[config.mk]
export PLATFORM = sky130hd
export DESIGN_NAME = sdr_rd
export DESIGN_NICKNAME = d
export VERILOG_FILES = /design/src/rtl/sdr_rd_pkg.sv /design/src/rtl/sdr_rd.sv
export SDC_FILE = /design/constraint.sdc
export NUM_CORES = 1
export LEC_CHECK = 0
export CAP_MARGIN = 10
export CORE_MARGIN = 2
export CORE_UTILIZATION = 44
export DETAILED_ROUTE_END_ITERATION = 10
export GPL_ROUTABILITY_DRIVEN = 0
export PLACE_DENSITY = 0.77
export SYNTH_ARGS = -nofsm -noshare
export SYNTH_HDL_FRONTEND = slang
export SYNTH_SLANG_ARGS = --single-unit
[constraint.sdc]
create_clock -name clk -period 1.6 [get_ports clk]
set_clock_uncertainty 0.15 [all_clocks]
set_input_delay 0.16 -clock clk [delete_from_list [all_inputs] [get_ports clk]]
set_output_delay 0.16 -clock clk [all_outputs]
set_load 0.005 [all_outputs]
[src/rtl/sdr_rd_pkg.sv]
// Shared SDRAM read-path definitions: parameter defaults, command encodings,
// bus widths and the latched request payload.
package sdr_rd_pkg;

  localparam int unsigned DEF_NRCD      = 3;
  localparam int unsigned DEF_CAS_LAT   = 3;
  localparam int unsigned DEF_BURST_LEN = 4;
  localparam int unsigned DEF_NRP       = 3;

  localparam int unsigned BA_W       = 2;
  localparam int unsigned A_W        = 13;
  localparam int unsigned ROW_W      = 13;
  localparam int unsigned COL_W      = 9;
  localparam int unsigned DQ_W       = 16;
  localparam int unsigned DQM_W      = 2;
  localparam int unsigned CNT_W      = 8;
  localparam int unsigned WORD_CNT_W = 3;

  // {nRAS, nCAS, nWE}
  localparam logic [2:0] CMD_NOP       = 3'b111;
  localparam logic [2:0] CMD_ACTIVE    = 3'b011;
  localparam logic [2:0] CMD_READ      = 3'b101;
  localparam logic [2:0] CMD_PRECHARGE = 3'b010;

  typedef struct packed {
    logic [BA_W-1:0]  bank;
    logic [ROW_W-1:0] row;
    logic [COL_W-1:0] col;
  } sdr_addr_t;

  // Column on the address bus with A10 low, so READ never auto-precharges.
  function automatic logic [A_W-1:0] col_to_a(input logic [COL_W-1:0] col);
    return A_W'(col);
  endfunction

endpackage

[src/rtl/sdr_rd.sv]
// SDRAM single-burst read controller: ACTIVE, READ, capture one burst after
// CAS latency, PRECHARGE, then a one-cycle done pulse.
module sdr_rd
  import sdr_rd_pkg::*;
#(
  parameter int unsigned NRCD      = DEF_NRCD,
  parameter int unsigned CAS_LAT   = DEF_CAS_LAT,
  parameter int unsigned BURST_LEN = DEF_BURST_LEN,
  parameter int unsigned NRP       = DEF_NRP
) (
  input  logic              clk,
  input  logic              rst_n,
  output logic              sdr_CKE,
  output logic              sdr_nCS,
  output logic [BA_W-1:0]   sdr_BA,
  output logic [A_W-1:0]    sdr_A,
  output logic              sdr_nRAS,
  output logic              sdr_nCAS,
  output logic              sdr_nWE,
  input  logic [DQ_W-1:0]   sdr_DQ,
  output logic [DQM_W-1:0]  sdr_DQM,
  input  logic              sdr_rd_req,
  input  logic [BA_W-1:0]   sdr_bank_addr,
  input  logic [ROW_W-1:0]  sdr_row_addr,
  input  logic [COL_W-1:0]  sdr_col_addr,
  output logic [DQ_W-1:0]   rd_data,
  output logic              rd_valid,
  output logic              rd_done,
  output logic              rd_busy
);

  localparam logic [2:0] S_IDLE   = 3'd0;
  localparam logic [2:0] S_ACTIVE = 3'd1;
  localparam logic [2:0] S_READ   = 3'd2;
  localparam logic [2:0] S_CAS    = 3'd3;
  localparam logic [2:0] S_BURST  = 3'd4;
  localparam logic [2:0] S_PRECH  = 3'd5;

  logic [2:0]            state, state_nx;
  logic [CNT_W-1:0]      cnt, cnt_nx;
  logic [WORD_CNT_W-1:0] word, word_nx;
  sdr_addr_t             addr_q, addr_nx;
  logic [2:0]            cmd, cmd_nx;
  logic [BA_W-1:0]       ba_nx;
  logic [A_W-1:0]        a_nx;
  logic [DQ_W-1:0]       data_nx;
  logic                  valid_nx, done_nx;

  assign sdr_CKE = 1'b1;
  assign sdr_nCS = 1'b0;
  assign sdr_DQM = '0;
  assign {sdr_nRAS, sdr_nCAS, sdr_nWE} = cmd;

  // Next-state, phase counter and next registered pin values.
  always_comb begin
    state_nx = state;
    cnt_nx   = cnt + CNT_W'(1);
    word_nx  = word;
    addr_nx  = addr_q;
    cmd_nx   = CMD_NOP;
    ba_nx    = sdr_BA;
    a_nx     = sdr_A;
    data_nx  = rd_data;
    valid_nx = 1'b0;
    done_nx  = 1'b0;
    case (state)
      S_IDLE: begin
        if (sdr_rd_req) begin
          state_nx = S_ACTIVE;
          addr_nx  = '{bank: sdr_bank_addr, row: sdr_row_addr, col: sdr_col_addr};
          cmd_nx   = CMD_ACTIVE;
          ba_nx    = sdr_bank_addr;
          a_nx     = sdr_row_addr;
        end
      end
      S_ACTIVE: begin
        ba_nx = addr_q.bank;
        a_nx  = addr_q.row;
        if (cnt == CNT_W'(NRCD - 1)) begin
          state_nx = S_READ;
          cmd_nx   = CMD_READ;
          a_nx     = col_to_a(addr_q.col);
        end
      end
      S_READ: begin
        state_nx = (CAS_LAT > 1) ? S_CAS : S_BURST;
        word_nx  = '0;
      end
      S_CAS: begin
        if (cnt == CNT_W'(CAS_LAT - 2)) state_nx = S_BURST;
      end
      S_BURST: begin
        data_nx  = sdr_DQ;
        valid_nx = 1'b1;
        word_nx  = word + WORD_CNT_W'(1);
        // Precharge lines up with the last captured word.
        if (word == WORD_CNT_W'(BURST_LEN - 1)) begin
          state_nx = S_PRECH;
          cmd_nx   = CMD_PRECHARGE;
          ba_nx    = addr_q.bank;
          a_nx[10] = 1'b0;
        end
      end
      S_PRECH: begin
        if (cnt == CNT_W'(NRP - 1)) begin
          state_nx = S_IDLE;
          done_nx  = 1'b1;
        end
      end
      default: state_nx = S_IDLE;
    endcase
    if (state_nx != state) cnt_nx = '0;
  end

  always_ff @(posedge clk or negedge rst_n) begin
    if (!rst_n) begin
      state    <= S_IDLE;
      cnt      <= '0;
      word     <= '0;
      addr_q   <= '0;
      cmd      <= CMD_NOP;
      sdr_BA   <= '0;
      sdr_A    <= '0;
      rd_data  <= '0;
      rd_valid <= 1'b0;
      rd_done  <= 1'b0;
      rd_busy  <= 1'b0;
    end else begin
      state    <= state_nx;
      cnt      <= cnt_nx;
      word     <= word_nx;
      addr_q   <= addr_nx;
      cmd      <= cmd_nx;
      sdr_BA   <= ba_nx;
      sdr_A    <= a_nx;
      rd_data  <= data_nx;
      rd_valid <= valid_nx;
      rd_done  <= done_nx;
      rd_busy  <= (state_nx != S_IDLE);
    end
  end

endmodule

# [Word-level counts from Yosys, hierarchy flattened]
# Cells that the tools add are included.
[classes] eq_ne=11 n_reduce_logical=8 n_addsub=2 n_mux=24
[ops] operator="$mux W13" n=2
[ops] operator="$mux W3" n=7
[ops] operator="$pmux W10 S2" n=1
[ops] operator="$pmux W3 S6" n=1
[ops] operator="$eq A3 B2 Y1 const B" n=3
[ops] operator="$pmux W3 S3" n=1
[ops] operator="$add A8 B1 Y8 const B" n=1
[ops] operator="$eq A8 B1 Y1 const B" n=1
[ops] operator="$eq A8 B2 Y1 const B" n=1
[ops] operator="$mux W8" n=1
[ops] operator="$eq A3 B3 Y1 const B" n=2
[ops] operator="$mux W2" n=3
[ops] operator="$pmux W2 S3" n=1
[ops] operator="$pmux W3 S2" n=1
[ops] operator="$reduce_bool A3 Y1" n=2
[ops] operator="$mux W1" n=4
[ops] operator="$ne A2 B2 Y1 const B" n=2
[ops] operator="$pmux W2 S2" n=1
[ops] operator="$reduce_and A2 Y1" n=2
[ops] operator="$reduce_bool A2 Y1" n=2
[ops] operator="$add A3 B1 Y3 const B" n=1
[ops] operator="$eq A3 B1 Y1 const B" n=1
[ops] operator="$logic_not A3 Y1" n=1
[ops] operator="$ne A3 B3 Y1" n=1
[ops] operator="other kinds (2)" n=2
[word_totals] in_bits=43 out_inout_bits=41 register_bits=75 elab_cells=59

# [Longest topological paths before layout]
[logic_depth] depth_word=5 mapped_depth=7 mapped_depth_nobuf=6

# [Worst setup path after synthesis]
# No wires, ideal clock.
[synth_path] path_type="reg2reg" from="reg cnt[0]" to="reg sdr_A[0]" required_time_ns=1.369 t_arrival_ns=1.485 path_stages_with_launch=8 setup_ns=0.081 path_slack_ns=-0.116 path_cell_list="dfrtp_1 > inv_1 > ha_1 > nor2b_1 > nand3_1 > clkbuf_1 > nand2_1 > a31oi_2"
[synth_between] elab_chain_cells=3
[synth_lines] item="start, declared" line="sdr_rd.sv:40" source="logic [CNT_W-1:0] cnt, cnt_nx;"
[synth_lines] item="start signal, assigned" line="sdr_rd.sv:130" source="cnt <= cnt_nx;"
[synth_lines] item="$eq A8 B2 Y1" line="sdr_rd.sv:79" source="if (cnt == CNT_W'(NRCD - 1)) begin"
[synth_lines] item="$mux W13" line="sdr_rd.sv:79"
[synth_lines] item="$pmux W10 S2" line="sdr_rd.sv:66" source="case (state)"
[synth_lines] item="end signal, assigned" line="sdr_rd.sv:135" source="sdr_A <= a_nx;"
[synth_lines] item="end, declared" line="sdr_rd.sv:16" source="output logic [A_W-1:0] sdr_A,"
# No other way between the ends.
# A chain may end at the register's enable or synchronous reset.

# [Worst setup path after layout]
[layout_path] from="reg cnt[0]" to="reg sdr_A[1]"
# The elaborated chain is that of the path after synthesis.

==> qor.txt <==
Sequential cell area fraction in the yosys report - 56.0%
CP Buf/Inv Count - 2
Avg Cell Area, Syn - 10.8 um2
Register area - 0.00188 mm2
Post-DP HPWL - 5530 um
Synthesis warning total - 0
Sequential share of power - 33.9%
Vias per Instance - 5.10
# IOs - 84
Final min period - 1670 ps
Gate power share - 51.1%
M2 GR Usage - 35.4%
Most common cell in the netlist - dfrtp_1
Unrepaired setup endpoints after global routing - true
Drt total wl - 8370 um
Routed via count - 2748
Violated checks - setup timing
Largest net degree at the start of global routing - 76
Min setup slack post-route - -73.3 ps
Synth area leaders - dfrtp_1, nand2_1, mux2_2
Most frequent cells after synthesis - dfrtp_1, nand2_1, nor2_1
Power density over the cells - 1940 mW/mm2
Req. time, crit path - 1710 ps
H-tree depth - 3
Status - complete, but fails checks
Synth area leader - dfrtp_1
Async SR Flop Fraction - 100%
Top_reg_cell synth - dfrtp_1
Clock root cell - clkbuf_8
Clk pwr share - 14.9%
Final Max Slew Viols - 0
FP Rows - 31
Die area - 0.00835 mm2
CTS buffer count - 9
WHS - 188 ps
GR Util met3 - 3.49%
Final setup vio count - 23
# port buffers - 79
Slowest stage cell, crit path - dfrtp_1
Final core occ - 68.3%
Cells after synthesis - 311
Multi-input gate area - 0.00147 mm2
Crit-path cells - inv_1 > ha_2 > nor2b_4 > and3_4 > buf_12 > nand2_1 > a31oi_1
Clock buffer depth - 2
CP Capture Type - flip-flop
ANT nets after route - 0
Final period utilization - 105%
Min-delay worst type - in2async
Vias in the first global route - 2857
Switching share of power - 34.9%
Vert. Die Dim - 91.4 um
Clk Latency, worst-skew pair - 350 ps
Peak supply drop - 0.857 mV
GRT Util Overall - 20.8%
Cell variety after synth - 44
Area Overhead vs Synth - 49.0%
CP startpoint kind - flip-flop
WL per Instance - 15.5 um
Crit Path Category - reg2reg
Fin. Hold Viols - 0
Synth Register Bits - 75
Nets - 483
Pint - 6.32 mW
Core ar. - 0.00733 mm2
Leak - 2.29 nW
GR Overflow Total - 0
Share of the synthesized area in the top cell type - 53.7%
Maxcap violations - 0
CTS tree - built
Pre-Repair DR Iteration Count - 6
Layout cells sized above 1 - 29.3%
F_max - 598 MHz
Crit-path leading delay family - simple AND/OR/NAND/NOR gates
Reg clk slew, reported paths - 80 ps
Initial Util - 45.8%
Residual DRC - 0
Switching power - 3.38 mW
Crit Path Max Fanout - 6
Crit path arrival time - 1780 ps
Antenna violations before repair - 0
CTS Sinks - 75
Die width - 91.4 um
Busiest grt layer - met2
Critical Path Max Stage Delay - 400 ps
Post-Syn Area - 0.00336 mm2
Post-synth EDFFs - 0
Global-route wire length before repair - 13600 um
Layout filler cell count - 530
Diodes inserted - 0
1st-iter DRT viols - 101
Met1 Usage GRT - 25.8%
Final Power - 9.71 mW
[per-layer routing]
metal / vias up / share of wire [%]
met3: 14 / 3.3
met5: - / 0
met1: 1362 / 43
met4: 0 / 2.4
met2: 65 / 51
li1: 1307 / -
[final cells by class]
cell class	count	area share (%)
clock inverter	6	1.30
multi-input combinational	211	29.4
clock buffer	10	2.55
timing repair buffer	131	26.1
inverter	7	0.525
sequential	75	37.6
tap	99	2.48
[flip-flops by register name (all words and copies together) (netlist names)]
signal	count
sdr_A	13
word	3
sdr_BA	2
addr_q	24
rd_valid	1
rd_done	1
state	3
rd_busy	1
rd_data	16
cmd	3
cnt	8
[kinds of logic after synthesis]
kind of cell,Yosys count,share of synthesized area [%]
adders and majority gates,5,1.86
muxes,20,6.59
xor gates and xnor gates,6,1.56
and+or+nand+nor,123,17.5
buffers and inverters,27,4.81
AOI/OAI and AO/OA,53,11.4
DFF,75,56.0
other,2,0.224
[worst paths after layout]
| path | from | to | slack [ps] | depth (start not counted) |
|---|---|---|---|---|
| hold / removal | rst_n | rd_data[0]$_DFFE_PN0P_ | 190 | 3 |
| min in group clk | sdr_col_addr[0] | addr_q[0]$_DFFE_PN0P_ | 190 | 3 |
| max in group asynchronous | rst_n | cmd[0]$_DFF_PN1_ | 720 | 3 |
| setup / recovery | cnt[0]$_DFF_PN0_ | sdr_A[1]$_DFFE_PN0P_ | -70 | 7 |
| hold reg to reg | addr_q[8]$_DFFE_PN0P_ | addr_q[8]$_DFFE_PN0P_ | 330 | 2 |
| setup reg to reg | cnt[0]$_DFF_PN0_ | sdr_A[1]$_DFFE_PN0P_ | -70 | 7 |
[what timing repair did]
action / CTS / global route
hold buffers: 1 / 0
resized for setup: 25 / 26
setup endpoints to repair: 48 / 46
hold endpoints to repair: 73 / 0
setup buffers: 5 / 4
gates cloned: 0 / 1
pin swaps: 8 / 15
[placed cells by master, fill, tap and decap left out, types with 8 or more instances in the layout]
cell	synthesis	final
a21o_1	10	10
and2_4	3	8
buf_4	7	38
clkbuf_8	0	9
clkdlybuf4s50_1	0	74
dfrtp_1	72	70
mux2_2	16	16
nand2_1	71	66
nor2_1	17	14
[worst register-to-register path, stage by stage, from the launching register on]
cell     delay (ps)
dfrtp_1         400
inv_1            70
ha_2            160
nor2b_4         190
and3_4          250
buf_12          140
nand2_1          90
a31oi_1         150
[through the flow]
stage	setup slack [ps]	TNS [ps]	instances	cell area (um2)
final	-73.3	-687	539	5000
after global placement	-129	-2530	512	4550
after CTS	-36.3	-256	534	4870
after detailed placement	-235	-4750	512	4550
after floorplan	11.0	0	313	3380
after global routing	-149	-3310	539	5000
[power groups by stage]
stage	logic, mW	clock network [mW]	registers [mW]
global route	5.39	1.57	3.40
CTS	4.65	1.47	3.27
floorplan	2.20	0	3.22
global placement	4.20	0	3.25
finish	4.96	1.45	3.30
detailed placement	4.39	0	3.28
Note: power is estimated with default switching activity, not from simulation.
